### src/rtl/fpu_issue_if.sv
// Request/response handshake bundle between the instruction sequencer (master)
// and the fpu_issue initiator (slave).
interface fpu_issue_if #(
  parameter int WIDTH     = 32,
  parameter int CMD_WIDTH = 2
);
  logic                 op_valid;
  logic                 op_ready;
  logic [CMD_WIDTH-1:0] op_command;
  logic [WIDTH-1:0]     op_first;
  logic [WIDTH-1:0]     op_second;
  logic                 res_valid;
  logic                 res_ready;
  logic [WIDTH-1:0]     res_data;
  logic                 res_timeout;

  modport master (
    output op_valid, op_command, op_first, op_second, res_ready,
    input  op_ready, res_valid, res_data, res_timeout
  );

  modport slave (
    input  op_valid, op_command, op_first, op_second, res_ready,
    output op_ready, res_valid, res_data, res_timeout
  );
endinterface

### src/rtl/fpu_issue.sv
// Single-op fpu initiator: latches an op, pulses fpu_reset to start the fpu,
// waits for work_is_done (bounded by TIMEOUT) and returns result or timeout.
module fpu_issue #(
  parameter int WIDTH     = 32,
  parameter int CMD_WIDTH = 2,
  parameter int TIMEOUT   = 64
) (
  input  logic                 clock,
  input  logic                 reset,
  fpu_issue_if.slave           bus,
  output logic [CMD_WIDTH-1:0] fpu_command,
  output logic [WIDTH-1:0]     fpu_first,
  output logic [WIDTH-1:0]     fpu_second,
  output logic                 fpu_reset,
  input  logic                 fpu_done,
  input  logic [WIDTH-1:0]     fpu_result,
  output logic [7:0]           timeout_count,
  output logic                 busy
);

  localparam int TW = $clog2(TIMEOUT);
  localparam logic [TW-1:0]    TIMER_LAST = TW'(TIMEOUT - 1);
  localparam logic [WIDTH-1:0] QNAN       = WIDTH'(32'h7FC0_0000);

  typedef enum logic [1:0] {IDLE, START, WAIT, HOLD} state_t;

  state_t           state, next_state;
  logic [TW-1:0]    timer;
  logic [WIDTH-1:0] res_data_q;
  logic             res_timeout_q;

  always_ff @(posedge clock or posedge reset) begin
    if (reset) state <= IDLE;
    else       state <= next_state;
  end

  always_comb begin
    next_state = state;
    case (state)
      IDLE:  if (bus.op_valid) next_state = START;
      START: next_state = WAIT;
      WAIT:  if (fpu_done || timer == TIMER_LAST) next_state = HOLD;
      HOLD:  if (bus.res_ready) next_state = IDLE;
      default: next_state = IDLE;
    endcase
  end

  always_ff @(posedge clock or posedge reset) begin
    if (reset) begin
      fpu_command   <= '0;
      fpu_first     <= '0;
      fpu_second    <= '0;
      res_data_q    <= '0;
      res_timeout_q <= 1'b0;
      timeout_count <= '0;
      timer         <= '0;
    end else begin
      case (state)
        IDLE: begin
          if (bus.op_valid) begin
            fpu_command <= bus.op_command;
            fpu_first   <= bus.op_first;
            fpu_second  <= bus.op_second;
          end
        end
        START: timer <= '0;
        WAIT: begin
          // done on the final timer cycle still counts as a real result
          if (fpu_done) begin
            res_data_q    <= fpu_result;
            res_timeout_q <= 1'b0;
          end else if (timer == TIMER_LAST) begin
            res_data_q    <= QNAN;
            res_timeout_q <= 1'b1;
            if (timeout_count != 8'hFF) timeout_count <= timeout_count + 8'd1;
          end else begin
            timer <= timer + 1'b1;
          end
        end
        default: ;
      endcase
    end
  end

  assign fpu_reset       = reset | (state == START);
  assign bus.op_ready    = (state == IDLE);
  assign bus.res_valid   = (state == HOLD);
  assign bus.res_data    = res_data_q;
  assign bus.res_timeout = res_timeout_q;
  assign busy            = (state != IDLE);

endmodule

### src/flat_wrapper.sv
// flat-port wrapper written by rule: the top's interface ports become plain ports
module fpu_issue_flat 
#(
  parameter int WIDTH     = 32,
  parameter int CMD_WIDTH = 2,
  parameter int TIMEOUT   = 64
)
  (clock, reset, fpu_command, fpu_first, fpu_second, fpu_reset, fpu_done, fpu_result, timeout_count, busy, bus_op_valid, bus_op_command, bus_op_first, bus_op_second, bus_res_ready, bus_op_ready, bus_res_valid, bus_res_data, bus_res_timeout);
  fpu_issue_if #(.WIDTH(WIDTH), .CMD_WIDTH(CMD_WIDTH)) bus_i ();
  input  logic clock;
  input  logic reset;
  output logic [CMD_WIDTH-1:0] fpu_command;
  output logic [WIDTH-1:0] fpu_first;
  output logic [WIDTH-1:0] fpu_second;
  output logic fpu_reset;
  input  logic fpu_done;
  input  logic [WIDTH-1:0] fpu_result;
  output logic [7:0] timeout_count;
  output logic busy;
  input wire logic [$bits(bus_i.op_valid)-1:0] bus_op_valid;
  input wire logic [$bits(bus_i.op_command)-1:0] bus_op_command;
  input wire logic [$bits(bus_i.op_first)-1:0] bus_op_first;
  input wire logic [$bits(bus_i.op_second)-1:0] bus_op_second;
  input wire logic [$bits(bus_i.res_ready)-1:0] bus_res_ready;
  output wire logic [$bits(bus_i.op_ready)-1:0] bus_op_ready;
  output wire logic [$bits(bus_i.res_valid)-1:0] bus_res_valid;
  output wire logic [$bits(bus_i.res_data)-1:0] bus_res_data;
  output wire logic [$bits(bus_i.res_timeout)-1:0] bus_res_timeout;
  assign bus_i.op_valid = bus_op_valid;
  assign bus_i.op_command = bus_op_command;
  assign bus_i.op_first = bus_op_first;
  assign bus_i.op_second = bus_op_second;
  assign bus_i.res_ready = bus_res_ready;
  assign bus_op_ready = bus_i.op_ready;
  assign bus_res_valid = bus_i.res_valid;
  assign bus_res_data = bus_i.res_data;
  assign bus_res_timeout = bus_i.res_timeout;
  fpu_issue #(.WIDTH(WIDTH), .CMD_WIDTH(CMD_WIDTH), .TIMEOUT(TIMEOUT)) u_core (.clock(clock), .reset(reset), .bus(bus_i), .fpu_command(fpu_command), .fpu_first(fpu_first), .fpu_second(fpu_second), .fpu_reset(fpu_reset), .fpu_done(fpu_done), .fpu_result(fpu_result), .timeout_count(timeout_count), .busy(busy));
endmodule
### config.mk
export PLATFORM = sky130hd
export DESIGN_NAME = fpu_issue_flat
export DESIGN_NICKNAME = d
export VERILOG_FILES = /design/src/rtl/fpu_issue_if.sv /design/src/rtl/fpu_issue.sv /design/src/flat_wrapper.sv
export SDC_FILE = /design/constraint.sdc
export NUM_CORES = 1
export LEC_CHECK = 0
export BUFFER_PORTS_ARGS = -buffer_cell sky130_fd_sc_hd__buf_2
export CORE_MARGIN = 2
export CORE_UTILIZATION = 35
export CTS_BUF_LIST = sky130_fd_sc_hd__clkbuf_8 sky130_fd_sc_hd__clkbuf_16
export CTS_CLUSTER_SIZE = 12
export DETAILED_ROUTE_END_ITERATION = 6
export HOLD_SLACK_MARGIN = 0.06
export PLACE_DENSITY = 0.63
export SLEW_MARGIN = 40
export SYNTH_ARGS = -nofsm -noshare
export SYNTH_HDL_FRONTEND = slang
export SYNTH_SLANG_ARGS = --single-unit
### constraint.sdc
create_clock -name clock -period 5.2 [get_ports clock]
set_input_delay 1.04 -clock clock [delete_from_list [all_inputs] [get_ports clock]]
set_output_delay 1.04 -clock clock [all_outputs]
set_load 0.02 [all_outputs]
==> flow_summary.json <==
{
  "layout.area.seq_sq_um": 2880,
  "floorplan.core_area_sq_um": 12600,
  "criticalPathCategory": "in -> out",
  "number_of_antenna_violations_at_the_first_check_in_global_routing": 0,
  "synth_sequential_area_ratio_pct": 63.6,
  "slew-limit-headroom_pct": 54.1,
  "drt_pre_antenna_iters": 4,
  "grt_start_max_net_pins": 79,
  "die_area_sq_um": 13900,
  "post-route-min-period_ps": 2630,
  "cts.hold.buffers_added": 0,
  "tritoncts": "built",
  "detailed_place_hpwl_um": 7400,
  "num_vias": 3273,
  "gp_congestion": 0.756,
  "worst_ep_arrival_time_ps": 1590,
  "synth_cells": 303,
  "final_layout_size_suffix_gt1_share_pct": 60.2,
  "worst_path_max_delay_cell": "sky130_fd_sc_hd__or2_2",
  "detailedRoute.firstIterationViolations": 180,
  "die_w_um": 118,
  "post_route_antenna_net_violation_count": 0,
  "place_inst": 675,
  "finalWorstSetupSlack_ps": 2570,
  "synthToLayoutAreaGrowth_pct": 41.1,
  "power.density_cell_area_nw_per_um2": 693,
  "cts_max_level": 4,
  "timing.critical_path.buf_inv": 2,
  "post-route-util_pct": 50.6,
  "drv_cap": 0,
  "cp.required_ps": 4160,
  "synth_fp_nets": 412,
  "final_hold_violating_endpoints": 0,
  "avgViaCountPerCell": 4.63,
  "grt_pass1_vias": 3361,
  "path_max_fanout": 2,
  "tritoncts_buffers": 17,
  "netlist-cell-type-count": 38,
  "cpPeakStageDelay_ps": 260,
  "setup.worst_path.start_class": "primary input",
  "multi_input_area_sq_um": 1540,
  "outcome": "finished clean",
  "port_buffers": 213,
  "ios": 214,
  "syn-mean-instance-area_sq_um": 14.9,
  "skew_ps": 7.32,
  "cts.repair.resized": 0,
  "end_kind": "output pin",
  "vdd_drop_max_v": 0.000399,
  "cts_root_buf": "sky130_fd_sc_hd__clkbuf_16",
  "final-setup-viol-count": 0,
  "finalWirelength_um": 10400,
  "final-instance-count-excl-fill": 707,
  "layout_filler_cell_count": 1130,
  "final_net_count": 631,
  "initial_utilization_pct": 35.9,
  "fmax_mhz": 381,
  "drt-wirelength-per-cell_um": 14.7,
  "slew_limit_fails": 0,
  "core.rowCount": 41,
  "cts_post_setup_buffers_inserted": 0,
  "final.hold.worst_slack_ps": 488,
  "tightestPinTransition_ps": 688,
  "final_worst_path_period_share_pct": 50.5,
  "place_ws_ps": 2570,
  "route.detailed.drc": 0,
  "cp_common_cell": "sky130_fd_sc_hd__buf_2",
  "ys.warnings.count": 0,
  "die_h_um": 118,
  "cts-root-to-sink-buffers": 2,
  "syn-cell-area_sq_um": 4530,
  "sinks_on_the_clock_net": 115,
  "track_usage_pct": 15.3,
  "setup_tns_ps": 0,
  "antennaDiodeCount": 0,
  "yosys_register_bits": 115,
  "grt_first_pass_wirelength_um": 16800,
  "leakagePower_uw": 0.00327,
  "grt_setup_unrepaired": "no",
  "crit_family": "buffers and inverters",
  "clock_latency_late_sink_ps": 400,
  "crit_path_cell_trace": "buf_2 -> or2_2 -> buf_2",
  "clk_pin_slew_ps": 50,
  "holdCritPathClass": "reg -> reg",
  "globalRouteOverflowTotal": 0
}
final cells by class:
type	count	area share (%)
Clock inverter	12	2.90
Clock buffer	20	7.31
Inverter	6	0.431
Multi-Input combinational cell	167	24.0
Sequential cell	115	45.0
Timing Repair Buffer	215	16.9
Tap cell	172	3.37
logic make-up after synthesis:
| family | count (synthesis) | synth area share (%) |
|---|---|---|
| compound gates | 43 | 8.68 |
| xor+xnor | 8 | 1.55 |
| fa+ha+maj | 6 | 1.66 |
| buf+inv | 21 | 2.74 |
| flops | 115 | 63.6 |
| mux | 69 | 17.1 |
| simple gates | 41 | 4.70 |
synthesized netlist by cell type, drive strengths merged:
cell type | count | area, sq um
nand2 | 9 | 33.8
o21a | 1 | 7.51
o211ai | 2 | 28.8
ha | 6 | 75.1
a21oi | 2 | 21.3
nand2b | 1 | 6.26
nand4 | 1 | 6.26
a22o | 23 | 201
and2 | 4 | 27.5
or3 | 1 | 6.26
o22a | 9 | 78.8
mux2i | 1 | 10.0
clkbuf | 1 | 3.75
nor2 | 5 | 18.8
a211oi | 1 | 7.51
o41ai | 1 | 8.76
or2 | 1 | 6.26
and3 | 1 | 6.26
mux2 | 68 | 766
nor3 | 4 | 25.0
dfrtp | 115 | 2880
nor2b | 1 | 6.26
o32a | 1 | 10.0
and4b | 1 | 10.0
a21o | 1 | 7.51
o21ai | 2 | 21.3
inv | 6 | 22.5
nand3 | 12 | 60.1
buf | 14 | 97.6
xor2 | 7 | 61.3
xnor2 | 1 | 8.76
routing by layer:
metal	routed length [um]	vias to the layer above	track usage, %
met2	5060	142	24.5
met1	4390	1589	18.2
li1	-	1529	-
met5	0	-	0
met3	786	13	5.67
met4	150	0	7.45
where the power goes:
part	leakage, uW	switching (uW)	internal (uW)
Clock	0.000328	386	881
Combinational	0.00154	961	698
Sequential	0.00140	206	1300
Total	0.00327	1550	2880
sequential cells by signal (all words and copies together) (netlist names):
name	cells
u_core.bus.res_timeout	1
u_core.state	2
u_core.fpu_second	32
u_core.bus.res_data	32
u_core.timeout_count	8
u_core.timer	6
u_core.fpu_command	2
u_core.fpu_first	32
placed cells by master, fill, tap and decap left out, types with 2 or more instances in the layout:
cell,count
sky130_fd_sc_hd__buf_4,2
sky130_fd_sc_hd__bufinv_16,5
sky130_fd_sc_hd__nand2_1,8
sky130_fd_sc_hd__dfrtp_1,115
sky130_fd_sc_hd__clkbuf_8,3
sky130_fd_sc_hd__buf_2,213
sky130_fd_sc_hd__clkinv_2,4
sky130_fd_sc_hd__inv_1,7
sky130_fd_sc_hd__mux2_2,68
sky130_fd_sc_hd__nor3_1,3
sky130_fd_sc_hd__nand3_1,12
sky130_fd_sc_hd__xor2_1,7
sky130_fd_sc_hd__o22a_1,9
sky130_fd_sc_hd__ha_1,6
sky130_fd_sc_hd__and2_1,2
sky130_fd_sc_hd__nor2_1,5
sky130_fd_sc_hd__a22o_1,23
sky130_fd_sc_hd__clkbuf_16,17
through the flow:
stage	cell area [sq um]	power, uW
3_3_place_gp	5730	3160
5_1_grt	6390	4670
2_1_floorplan	4530	2620
4_1_cts	6390	4490
3_5_place_dp	5740	3190
6_report	6390	4430
worst paths after layout:
path                                               from                 endpoint  slack [ps]  cells past startpoint
min in group asynchronous                         reset  u_core.timeout_count[3]         760                      2
max in group asynchronous                         reset          u_core.timer[1]        3460                      3
worst min-delay path            u_core.bus.res_data[23]  u_core.bus.res_data[23]         490                      1
worst max-delay path                              reset                fpu_reset        2570                      3
worst min register to register  u_core.bus.res_data[23]  u_core.bus.res_data[23]         490                      1
worst max register to register          u_core.state[0]    u_core.fpu_second[22]        2990                      5
worst register-to-register path: stages, from the launching register on:
cell                      delay [ps]
sky130_fd_sc_hd__dfrtp_1         410
sky130_fd_sc_hd__inv_1            90
sky130_fd_sc_hd__ha_1            310
sky130_fd_sc_hd__nand2_4         470
sky130_fd_sc_hd__buf_4           420
sky130_fd_sc_hd__mux2_2          390
Power figures use the tool's default switching activity.
